File: config.mk
export PLATFORM = sky130hd
export DESIGN_NAME = lock_reg_arbiter
export DESIGN_NICKNAME = d
export VERILOG_FILES = /design/src/rtl/lock_reg_arbiter_pkg.sv /design/src/rtl/lock_reg_arbiter_rr_arbiter.sv /design/src/rtl/lock_reg_arbiter.sv
export SDC_FILE = /design/constraint.sdc
export NUM_CORES = 1
export LEC_CHECK = 0
export BUFFER_PORTS_ARGS = -buffer_cell sky130_fd_sc_hd__buf_2
export CAP_MARGIN = 15
export CORE_ASPECT_RATIO = 0.9
export CORE_UTILIZATION = 35
export CTS_BUF_LIST = sky130_fd_sc_hd__clkbuf_4 sky130_fd_sc_hd__clkbuf_8 sky130_fd_sc_hd__clkbuf_16
export DETAILED_ROUTE_END_ITERATION = 10
export GPL_TIMING_DRIVEN = 1
export PLACE_DENSITY = 0.62
export SLEW_MARGIN = 10
export SYNTH_ARGS = -nofsm -noshare
export SYNTH_HDL_FRONTEND = slang
export SYNTH_SLANG_ARGS = --single-unit
File: constraint.sdc
create_clock -name clk -period 4.7 [get_ports clk]
set_input_delay 1.175 -clock clk [delete_from_list [all_inputs] [get_ports clk]]
set_output_delay 1.175 -clock clk [all_outputs]
set_load 0.005 [all_outputs]
File: src/rtl/lock_reg_arbiter_pkg.sv
// Shared types and constants for the lockable register arbiter and its
// debug-authentication logic.
package lock_reg_pkg;

  localparam int DW = 16;

  typedef enum logic [1:0] {
    OP_RD   = 2'b00,
    OP_WR   = 2'b01,
    OP_LOCK = 2'b10,
    OP_RSV  = 2'b11
  } op_e;

  typedef enum logic [1:0] {
    AUTH_IDLE,
    AUTH_UNLOCKED,
    AUTH_BACKOFF,
    AUTH_LOCKOUT
  } auth_state_e;

  localparam logic [DW-1:0] DEF_DBG_KEY = 16'hA5C3;
  localparam logic [DW-1:0] RELOCK_KEY  = 16'h0000;

endpackage

File: src/rtl/lock_reg_arbiter_rr_arbiter.sv
// Generic N-way round-robin arbiter: one grant per cycle, search starts at
// the pointer, pointer moves past the winner when the caller accepts it.
module rr_arbiter #(
  parameter  int N  = 2,
  localparam int PW = (N > 1) ? $clog2(N) : 1
) (
  input  logic          clk,
  input  logic          reset,
  input  logic [N-1:0]  i_req,
  input  logic          i_advance,
  output logic [N-1:0]  o_grant,
  output logic [PW-1:0] o_idx
);

  logic [PW-1:0] r_ptr;
  logic [PW-1:0] w_idx;
  logic          w_found;

  always_comb begin
    o_grant = '0;
    o_idx   = r_ptr;
    w_idx   = '0;
    w_found = 1'b0;
    for (int k = 0; k < N; k++) begin
      w_idx = PW'((int'(r_ptr) + k) % N);
      if (!w_found && i_req[w_idx]) begin
        o_grant[w_idx] = 1'b1;
        o_idx          = w_idx;
        w_found        = 1'b1;
      end
    end
  end

  always_ff @(posedge clk) begin
    if (reset)
      r_ptr <= '0;
    else if (i_advance && w_found)
      r_ptr <= (o_idx == PW'(N - 1)) ? '0 : o_idx + PW'(1);
  end

endmodule

File: src/rtl/lock_reg_arbiter.sv
// Round-robin shared access to a bank of lockable 16-bit registers, with a
// key-based debug override that scan mode always defeats.
module lock_reg_arbiter
  import lock_reg_pkg::*;
#(
  parameter int              NREQ      = 2,
  parameter int              NREG      = 8,
  parameter int              AW        = 3,
  parameter logic [DW-1:0]   DBG_KEY   = DEF_DBG_KEY,
  parameter int              MAX_FAIL  = 3,
  parameter int              FAIL_WAIT = 16
) (
  input  logic                 clk,
  input  logic                 reset,
  input  logic [NREQ-1:0]      req_valid,
  output logic [NREQ-1:0]      req_ready,
  input  logic [2*NREQ-1:0]    req_op,
  input  logic [AW*NREQ-1:0]   req_addr,
  input  logic [DW*NREQ-1:0]   req_wdata,
  output logic [NREQ-1:0]      rsp_valid,
  output logic                 rsp_err,
  output logic [DW-1:0]        rsp_rdata,
  input  logic                 scan_mode,
  input  logic                 dbg_key_valid,
  input  logic [DW-1:0]        dbg_key,
  output logic                 dbg_unlocked,
  output logic                 dbg_lockout,
  output logic [DW*NREG-1:0]   reg_q,
  output logic [NREG-1:0]      lock_q
);

  localparam int GW = (NREQ > 1) ? $clog2(NREQ) : 1;
  localparam int FW = $clog2(MAX_FAIL + 1);
  localparam int BW = $clog2(FAIL_WAIT + 1);

  logic [NREQ-1:0]           w_grant;
  logic [GW-1:0]             w_gidx;
  logic                      w_xfer;
  op_e                       w_op;
  logic [AW-1:0]             w_addr;
  logic [DW-1:0]             w_wdata;
  logic                      w_wr_ok;

  logic [NREG-1:0][DW-1:0]   r_regs;
  logic [NREG-1:0]           r_lock;
  logic [NREQ-1:0]           r_rsp_valid;
  logic                      r_rsp_err;
  logic [DW-1:0]             r_rsp_rdata;

  auth_state_e               r_state, w_state_nxt;
  logic [FW-1:0]             r_fail, w_fail_nxt;
  logic [BW-1:0]             r_bo, w_bo_nxt;

  rr_arbiter #(.N(NREQ)) u_arb (
    .clk       (clk),
    .reset     (reset),
    .i_req     (req_valid),
    .i_advance (w_xfer),
    .o_grant   (w_grant),
    .o_idx     (w_gidx)
  );

  // Grants are only ever raised for valid requesters, so any grant is a transfer.
  assign req_ready = w_grant;
  assign w_xfer    = |w_grant;
  assign w_op      = op_e'(req_op[2*int'(w_gidx) +: 2]);
  assign w_addr    = req_addr[AW*int'(w_gidx) +: AW];
  assign w_wdata   = req_wdata[DW*int'(w_gidx) +: DW];
  assign w_wr_ok   = !scan_mode && (!r_lock[w_addr] || (r_state == AUTH_UNLOCKED));

  always_ff @(posedge clk) begin
    if (reset) begin
      r_regs      <= '0;
      r_lock      <= '0;
      r_rsp_valid <= '0;
      r_rsp_err   <= 1'b0;
      r_rsp_rdata <= '0;
    end else begin
      r_rsp_valid <= w_grant;
      r_rsp_err   <= 1'b0;
      r_rsp_rdata <= '0;
      if (w_xfer) begin
        case (w_op)
          OP_RD:   r_rsp_rdata <= r_regs[w_addr];
          OP_WR: begin
            if (w_wr_ok) r_regs[w_addr] <= w_wdata;
            else         r_rsp_err      <= 1'b1;
          end
          OP_LOCK: r_lock[w_addr] <= 1'b1;
          default: r_rsp_err <= 1'b1;
        endcase
      end
    end
  end

  always_ff @(posedge clk) begin
    if (reset) begin
      r_state <= AUTH_IDLE;
      r_fail  <= '0;
      r_bo    <= '0;
    end else begin
      r_state <= w_state_nxt;
      r_fail  <= w_fail_nxt;
      r_bo    <= w_bo_nxt;
    end
  end

  // The fail count survives successful unlocks; only reset forgives it.
  always_comb begin
    w_state_nxt = r_state;
    w_fail_nxt  = r_fail;
    w_bo_nxt    = r_bo;
    case (r_state)
      AUTH_IDLE: begin
        if (dbg_key_valid && !scan_mode) begin
          if (dbg_key == DBG_KEY) begin
            w_state_nxt = AUTH_UNLOCKED;
          end else begin
            w_fail_nxt = r_fail + FW'(1);
            if (int'(w_fail_nxt) >= MAX_FAIL) begin
              w_state_nxt = AUTH_LOCKOUT;
            end else begin
              w_state_nxt = AUTH_BACKOFF;
              w_bo_nxt    = BW'(FAIL_WAIT);
            end
          end
        end
      end
      AUTH_UNLOCKED: begin
        if (scan_mode || (dbg_key_valid && dbg_key == RELOCK_KEY))
          w_state_nxt = AUTH_IDLE;
      end
      AUTH_BACKOFF: begin
        if (r_bo == '0) w_state_nxt = AUTH_IDLE;
        else            w_bo_nxt    = r_bo - BW'(1);
      end
      default: w_state_nxt = AUTH_LOCKOUT;
    endcase
  end

  assign rsp_valid    = r_rsp_valid;
  assign rsp_err      = r_rsp_err;
  assign rsp_rdata    = r_rsp_rdata;
  assign dbg_unlocked = (r_state == AUTH_UNLOCKED);
  assign dbg_lockout  = (r_state == AUTH_LOCKOUT);
  assign reg_q        = r_regs;
  assign lock_q       = r_lock;

endmodule

# --- After elaboration in Yosys (flattened, before gate mapping) ---
# Index checks and enable logic that the tools add are counted.
classes:
  n_div: 0
  eq_ne: 12
  n_lt_le_gt_ge: 7
  bitwise_logic: 5
  mux: 36
  shift: 3
  reduce_logical: 27
  n_mul: 1
  add_sub_neg: 4
ops:
  columns: ["cell", "n"]
  rows:
  - ["128-bit bitwise mux", 1]
  - ["16-bit binary-select mux with 3-bit select", 1]
  - ["16-bit demux with 3-bit select", 1]
  - ["16-bit two-way mux", 2]
  - ["32-bit by 6-bit indexed part select with 16-bit output", 1]
  - ["5-bit two-way mux", 4]
  - ["16-bit equality test, second input constant", 1]
  - ["16-bit logical NOT", 1]
  - ["1-bit two-way mux", 14]
  - ["2-bit two-way mux", 6]
  - ["2-bit != test, second input constant", 5]
  - ["5-bit case mux with 2 select lines", 1]
  - ["3-bit AND reduction", 3]
  - ["1-bit logical AND", 8]
  - ["8-bit OR", 1]
  - ["2-bit equality test, second input constant", 3]
  - ["2-bit case mux with 3 select lines", 1]
  - ["2-bit OR reduction", 3]
  - ["6-bit by 4-bit indexed part select with 3-bit output", 1]
  - ["5-bit logical NOT", 1]
  - ["5-bit AND reduction", 1]
  - ["5-bit by 1-bit subtractor with 5-bit output, second input constant", 1]
  - ["2-bit by 1-bit equality test with 1-bit output, second input constant", 2]
  - ["2-bit logical NOT", 2]
  - ["21 further kinds", 30]
word_totals:
  n_memories: 0
  romBits: 0
  latch_bits: 0
  reg_bits: 165
  output_inout_bits: 159
  elab_cells: 111
  input_bits: 64
  mem_bits_rw: 0

# --- Logic depth before layout (Yosys ltp) ---
# Gate-level depths: netlist of the first run.
depth:
  depth_word: 15
  ltp_mapped: 11
  mapped_depth_nobuf: 9

# --- By module ---
# Synthesis of the first run repeated with hierarchy kept, for this count alone.
hier_totals:
  cells_unflattened: 839
  hier_area_um2: 7880.1
modules_own_cells:
  columns: ["module", "cells_each", "seq_area_each_um2", "instances", "area_each_um2"]
  rows:
  - ["lock_reg_arbiter", 831, 3283.1, 1, 7807.5]
  - ["rr_arbiter", 8, 20.0, 1, 72.6]

# --- Least setup slack after synthesis of the first run ---
# No wires, ideal clock.
synth_path:
  path_kind: "input-to-reg"
  start: "input req_valid[0]"
  end: "register r_regs, in the netlist reg_q[85]"
  path_slack_ns: 1.339
  path_stages: 11
  n_path_buf: 4
  setup_ns: 0.117
  t_required_ns: 4.583
  t_arrival_ns: 3.244
  path_cell_list: "nand2b_2 > a21oi_2 > buf_6 > mux2i_1 > buf_4 > a31o_1 > o22ai_2 > buf_6 > a31o_2 > buf_4 > a22o_1"
synth_between:
  elab_chain_len: 14
  word_cells_on_any_way: 29
  cone_classes: "mul: 1; order compare: 2; eq/ne: 1; shift: 3; mux: 13; bitwise: 1; reduce/logical: 8"
synth_rtl:
  columns: ["item", "line_no", "text"]
  rows:
  - ["start: declaration", "lock_reg_arbiter.sv:15", "input logic [NREQ-1:0] req_valid,"]
  - ["parallel branches: the longest is 14 deep, another holds 3-bit by 4-bit less-than comparator with 1-bit output", null, null]
  - ["end signal: indexed assignment", "lock_reg_arbiter.sv:86", "if (w_wr_ok) r_regs[w_addr] <= w_wdata;"]
  - ["end: declaration", "lock_reg_arbiter.sv:44", "logic [NREG-1:0][DW-1:0] r_regs;"]
# Several ways; the timed one is not identified. The select of a mux whose other input is x is not followed.
# A chain may end at the register's enable or synchronous reset.

# --- Worst setup path after layout of the first run ---
layout_path:
  start: "input req_valid[0]"
  end: "register r_regs, in the netlist reg_q[31]"
# Same word-level chain as after synthesis.

==> results of run 1 <==
-- cell usage after synthesis, drive strengths merged (2+ instances only) --
cell     instances  area [µm²]
a211o            4        35.0
dfxtp          165        3300
nand3b           3        22.5
a221oi          16         140
o21ai            9        45.0
nand3            9        45.0
nor2            54         208
a21oi           18        93.8
a31o             4        35.0
a22oi           33         248
a21bo            2        20.0
o2bb2ai         32         280
and2             2        12.5
nand4            2        12.5
o211ai           3        50.1
nor3            10        70.1
ha               7        87.6
or2             17         106
buf             25         174
nand2            6        22.5
nor4             6        43.8
inv             14        52.6
a211oi           5        47.5
a311oi           6         129
mux2i           56         561
nand2b          43         272
a31oi           19         131
a22o            74         648
clkbuf          18        67.6
nor2b            7        46.3
-- cell families after synthesis --
family / after synthesis
AOI/OAI and AO/OA: 236
xor gates and xnor gates: 1
adders and majority gates: 7
buffers and inverters: 57
DFF: 165
muxes: 57
and+or+nand+nor: 164
-- layout make-up --
| cell class | instances | area share, % |
|---|---|---|
| clock buffers | 17 | 4.64 |
| inverters | 14 | 0.574 |
| clock inverters | 15 | 1.83 |
| multi-input cells | 465 | 39.4 |
| flip-flops and latches | 165 | 36.1 |
| well taps | 255 | 3.48 |
| repair buffers | 244 | 14.0 |
-- power groups by stage --
stage	logic, W	clock network [W]	registers, W
global route	0.000598	0.00148	0.00147
floorplan	0.000360	0	0.00149
global placement	0.000536	0	0.00150
detailed placement	0.000541	0	0.00150
CTS	0.000542	0.00142	0.00147
finish	0.000548	0.00141	0.00147
-- state kept, by name, indices dropped and copies added (netlist names) --
signal / flops
reg_q: 128
rsp_rdata: 16
lock_q: 8
r_bo: 5
r_fail: 2
r_state: 2
rsp_valid: 2
rsp_err: 1
u_arb.r_ptr: 1
-- per-stage QoR --
| step | power, W | hold slack (ns) | area [µm²] | utilization, % | setup slack [ns] |
|---|---|---|---|---|---|
| CTS | 0.00343 | 0.484 | 9150 | 45.6 | 0.780 |
| global route | 0.00355 | 0.495 | 9160 | 45.7 | 0.691 |
| finish | 0.00342 | 0.484 | 9160 | 45.7 | 0.898 |
| floorplan | 0.00185 | 0.448 | 7170 | - | 1.34 |
| global placement | 0.00203 | 0.469 | 8550 | 42.7 | 0.397 |
| detailed placement | 0.00204 | 0.475 | 8550 | 42.7 | 0.321 |
-- worst max-delay path: cells and delay by family --
kind            cells  cell delay, ns
buf+inv             2            0.41
compound gates      5            1.95
simple gates        2            0.58
-- per-layer routing --
layer  vias up  share of wire [%]
met3        44                6.9
met5         -                  0
li1       3077                  -
met2       335                 47
met1      3201                 44
met4         0                2.3
-- worst max-delay path by stage --
stage,endpoint,slack (ns),start
6_report,reg_q[31],0.90,req_valid[0]
5_1_grt,reg_q[31],0.69,req_valid[0]
4_1_cts,reg_q[31],0.78,req_valid[1]
3_5_place_dp,reg_q[31],0.32,req_valid[1]
3_3_place_gp,reg_q[31],0.40,req_valid[1]
2_1_floorplan,reg_q[85],1.34,req_valid[0]
==> impl_metrics.py, run 1 <==
metrics = {
    "outcome": {
        "status": "completed",
    },
    "grt": {
        "overflow": 0,
        "grt_pass1_wl_mm": 37.4,
        "grtUsageMet1_pct": 32.0,
        "grt_max_degree": 47,
        "met3_usage_pct": 3.71,
        "grt_usage_pct": 23.7,
        "busiest_layer": "met2",
        "met2_usage_pct": 37.4,
        "antenna_found_initial": 0,
        "grt_pass1_vias": 6245,
    },
    "floorplan": {
        "die-area_um2": 21100,
        "die_y_um": 138,
        "io_pins": 223,
        "core_area_um2": 20000,
        "initial_core_util_pct": 35.8,
        "die_w_um": 153,
        "fp-row-count": 49,
    },
    "timing": {
        "period_needed_ns": 3.80,
        "hold_viol_final": 0,
        "final.period_utilization_pct": 80.9,
        "max_freq_ghz": 0.263,
        "rsz0062_at_grt": "no",
        "tightestPinTransition_ns": 1.17,
        "clock_skew_ns": 0.00768,
        "setup_viol": 0,
        "fin_setup_tns_ns": 0,
        "slew_viol_final": 0,
        "slew_headroom_pct": 22.3,
    },
    "power": {
        "p_per_area_nw_per_um2": 374,
        "pwr-share-comb_pct": 16.0,
        "switchingPower_w": 0.000994,
        "power.internal_w": 0.00243,
        "peakVddDrop_uv": 219,
        "pwr-share-seq_pct": 42.9,
        "power_frac_clock_pct": 41.1,
        "swShare_pct": 29.1,
        "p_leak_nw": 4.12,
    },
    "finish": {
        "num-nets-final": 978,
        "stdcell_count": 1175,
        "layout_common_cells": "buf_2, dfxtp_1, a22o_1, mux2i_1, nor2_1",
        "drive_gt1_share_pct": 35.5,
        "ff_latch_area_um2": 3300,
        "multi_input_area_um2": 3610,
        "fill_cells": 1928,
        "mostFrequentLayoutCell": "buf_2",
        "num_antenna_cells": 0,
        "areaGrowthSynthToFinish_pct": 27.7,
    },
    "yosys": {
        "ys.flop_type": "dfxtp_1",
        "postSynthCellCount": 687,
        "seq_area_frac_synth_pct": 46.1,
        "async_flop_share_pct": 0,
        "synth_edf_count": 0,
        "syn-num-nets": 758,
        "syn_area_per_cell_um2": 10.4,
        "yosys.cell_types.count": 64,
        "synthMuxAreaShare_pct": 7.98,
        "synth_top_family_by_area": "compound AO/OA/AOI/OAI gates",
        "synthXorXnorAreaFrac_pct": 0.122,
        "yosysWarnings": 0,
        "synth_fa_ha_area_share_pct": 1.22,
        "synth_area_um2": 7170,
        "synth_seq_cells": 165,
        "synth_compound_area_share_pct": 27.9,
        "yosys.area_share.simple_pct": 12.6,
    },
    "cts": {
        "h-tree-depth": 4,
        "clk_latency_ns": 0.42,
        "cts_root_buf": "clkbuf_16",
        "cts_setup_buffers": 0,
        "cts_resized": 0,
        "numCtsBuffers": 17,
        "path_clk_slew_ns": 0.07,
        "clock-sinks": 165,
        "cts_hold_buf": 0,
        "cts_tree": "built",
        "clockBufferDepth": 2,
    },
    "run": {
        "max_cap_violations": 0,
    },
    "setup_path": {
        "path_class": "in -> reg",
        "rrSetupSlack_ns": 1.55,
        "rr_worst_depth": 8,
        "worstReg2RegEnd": "reg_q[31]",
        "end_kind": "flip-flop",
        "cp.arrival_ns": 4.12,
        "rr_startpoint": "u_arb.r_ptr",
        "slowest_delay_ns": 0.65,
        "critPathLaunchType": "input pin",
        "critPathSlowestCell": "o22ai_2",
        "worstPathMaxFanout": 12,
        "worstPathCellList": "buf_2 -> nand2b_2 -> a22oi_1 -> nand2_1 -> a31o_2 -> o22ai_2 -> a311oi_2 -> buf_6 -> a22o_1",
        "critical_path_required_ns": 5.02,
    },
    "hold_path": {
        "holdCritStartpoint": "reg_q[93]",
        "min_path_cells": 1,
        "hold_class": "reg -> reg",
        "hold_end": "reg_q[93]",
    },
    "routing": {
        "drt_first_iter_violations": 481,
        "post_drt_wl_per_cell_um": 21.5,
        "num_vias": 6657,
        "dr.pass1.iters": 5,
        "drt_wl_total_mm": 25.2,
        "drc_errors": 0,
        "routed_via_density": 5.67,
        "ant_nets": 0,
    },
    "placed_design": {
        "gp_congestion": 0.828,
        "io_buffer_count": 222,
        "post-dp-hpwl_mm": 17.4,
        "dp_cells": 1142,
    },
}
Power figures use the tool's default switching activity.
==> run 2, diff against run 1 <==
Clock period 4.7 ns to 3.98 ns, I/O delays scaled along.
==> run 2 against run 1 <==
  * Global-route usage is essentially flat
  * Clock-buffer cell count grew 1
  * Clock power grew 24%
==> impl_metrics.py, run 2 (synthesis results as in run 1) <==
metrics = {
    "outcome": {
        "status": "completed",
    },
    "cts": {
        "cts_tree": "built",
        "cts_root_buf": "clkbuf_16",
        "cts_setup_buffers": 0,
        "path_clk_slew_ns": 0.06,
        "cts_hold_buf": 0,
        "clockBufferDepth": 2,
        "numCtsBuffers": 17,
        "clk_latency_ns": 0.43,
        "h-tree-depth": 4,
        "cts_resized": 0,
        "clock-sinks": 165,
    },
    "routing": {
        "num_vias": 6724,
        "routed_via_density": 5.65,
        "drc_errors": 0,
        "dr.pass1.iters": 5,
        "route.met2.wl_mm": 11.2,
        "wl_met3_mm": 1.90,
        "drt_wl_total_mm": 25.2,
        "post_drt_wl_per_cell_um": 21.2,
        "top_layer_used": "met4",
        "wl_met1_mm": 11.3,
        "drt_first_iter_violations": 544,
        "ant_nets": 0,
    },
    "timing": {
        "hold_viol_final": 0,
        "whs_ns": 0.490,
        "max_freq_ghz": 0.284,
        "tightestPinTransition_ns": 0.890,
        "final.period_utilization_pct": 88.4,
        "clock_skew_ns": 0.00921,
        "slew_headroom_pct": 39.9,
        "rsz0062_at_grt": "no",
        "setup_viol": 0,
        "period_needed_ns": 3.52,
        "fin_setup_tns_ns": 0,
        "slew_viol_final": 0,
    },
    "floorplan": {
        "io_pins": 223,
        "die-area_um2": 21100,
        "die_y_um": 138,
        "initial_core_util_pct": 35.8,
        "core_area_um2": 20000,
        "fp-row-count": 49,
        "die_w_um": 153,
    },
    "finish": {
        "num_antenna_cells": 0,
        "stdcell_count": 1190,
        "fin_area_um2": 9340,
        "areaGrowthSynthToFinish_pct": 30.2,
        "layout_common_cells": "buf_2, dfxtp_1, a22o_1, mux2i_1, nor2_1",
        "mostFrequentLayoutCell": "buf_2",
        "largest_reg_flops": 128,
        "final_core_util_pct": 46.6,
        "fill_cells": 1884,
        "num-nets-final": 993,
        "drive_gt1_share_pct": 36.5,
    },
    "setup_path": {
        "cp.arrival_ns": 3.89,
        "critical_path_required_ns": 4.35,
        "end_kind": "flip-flop",
        "worstPathMaxFanout": 16,
        "critPathLaunchType": "input pin",
        "worstPathCellList": "buf_2 -> nand2b_2 -> a21oi_4 -> mux2_2 -> a211oi_2 -> nor2_1 -> buf_4 -> a311oi_4 -> a22o_1",
        "critPathSlowestCell": "a311oi_4",
        "path_class": "in -> reg",
        "slowest_delay_ns": 0.78,
    },
    "grt": {
        "antenna_found_initial": 0,
        "grt_max_degree": 70,
        "grt_pass1_wl_mm": 37.3,
        "grt_pass1_vias": 6149,
        "overflow": 0,
        "grt_usage_pct": 23.7,
    },
    "placed_design": {
        "gp_congestion": 0.808,
        "dp_cells": 1158,
        "place_area_um2": 8710,
        "io_buffer_count": 222,
        "post-dp-hpwl_mm": 17.8,
    },
    "power": {
        "peakVddDrop_uv": 227,
        "p_leak_nw": 4.22,
        "p_per_area_nw_per_um2": 445,
    },
    "hold_path": {
        "hold_class": "reg -> reg",
    },
    "run": {
        "max_cap_violations": 0,
    },
}
## run 2: final cells by class
type | count | area (µm²) | area share (%)
sequential | 165 | 3300 | 35.4
clock buffer | 18 | 439 | 4.70
multi-input combinational | 465 | 3610 | 38.6
clock inverter | 14 | 188 | 2.01
timing repair buffer | 259 | 1430 | 15.3
tap | 255 | 319 | 3.42
inverter | 14 | 52.6 | 0.563
## run 2: worst paths after layout
| check | slack [ns] | depth (start not counted) | to | startpoint |
|---|---|---|---|---|
| worst max register to register | 0.81 | 8 | reg_q[15] | u_arb.r_ptr |
| worst max-delay path | 0.46 | 9 | reg_q[15] | req_valid[0] |
| worst min-delay path | 0.49 | 1 | reg_q[13] | reg_q[13] |
| worst min register to register | 0.49 | 1 | reg_q[13] | reg_q[13] |
## run 2: report_power, final
part | total [W] | internal [W] | switching (W)
clock network | 0.00175 | 0.00102 | 0.000728
registers | 0.00173 | 0.00169 | 0.0000384
logic | 0.000668 | 0.000250 | 0.000418
total | 0.00415 | 0.00297 | 0.00118
## run 2: routing by layer
| layer | vias up | global-route usage [%] |
|---|---|---|
| met5 | - | 0 |
| met4 | 0 | 10.8 |
| met3 | 56 | 4.62 |
| met2 | 323 | 37.1 |
| met1 | 3247 | 31.6 |
| li1 | 3098 | - |
## run 2: metrics by stage
stage | total power (W) | setup slack [ns]
5_1_grt | 0.00431 | 0.301
3_3_place_gp | 0.00242 | 0.102
4_1_cts | 0.00416 | 0.456
3_5_place_dp | 0.00243 | 0.0101
6_report | 0.00415 | 0.461
2_1_floorplan | 0.00219 | 0.799
## run 2: worst max-delay path, delay by kind of cell
kind	cells	cell delay (ns)
buffers and inverters	2	0.34
AO/OA/AOI/OAI	4	1.61
AND/OR/NAND/NOR	2	0.49
multiplexers	1	0.44
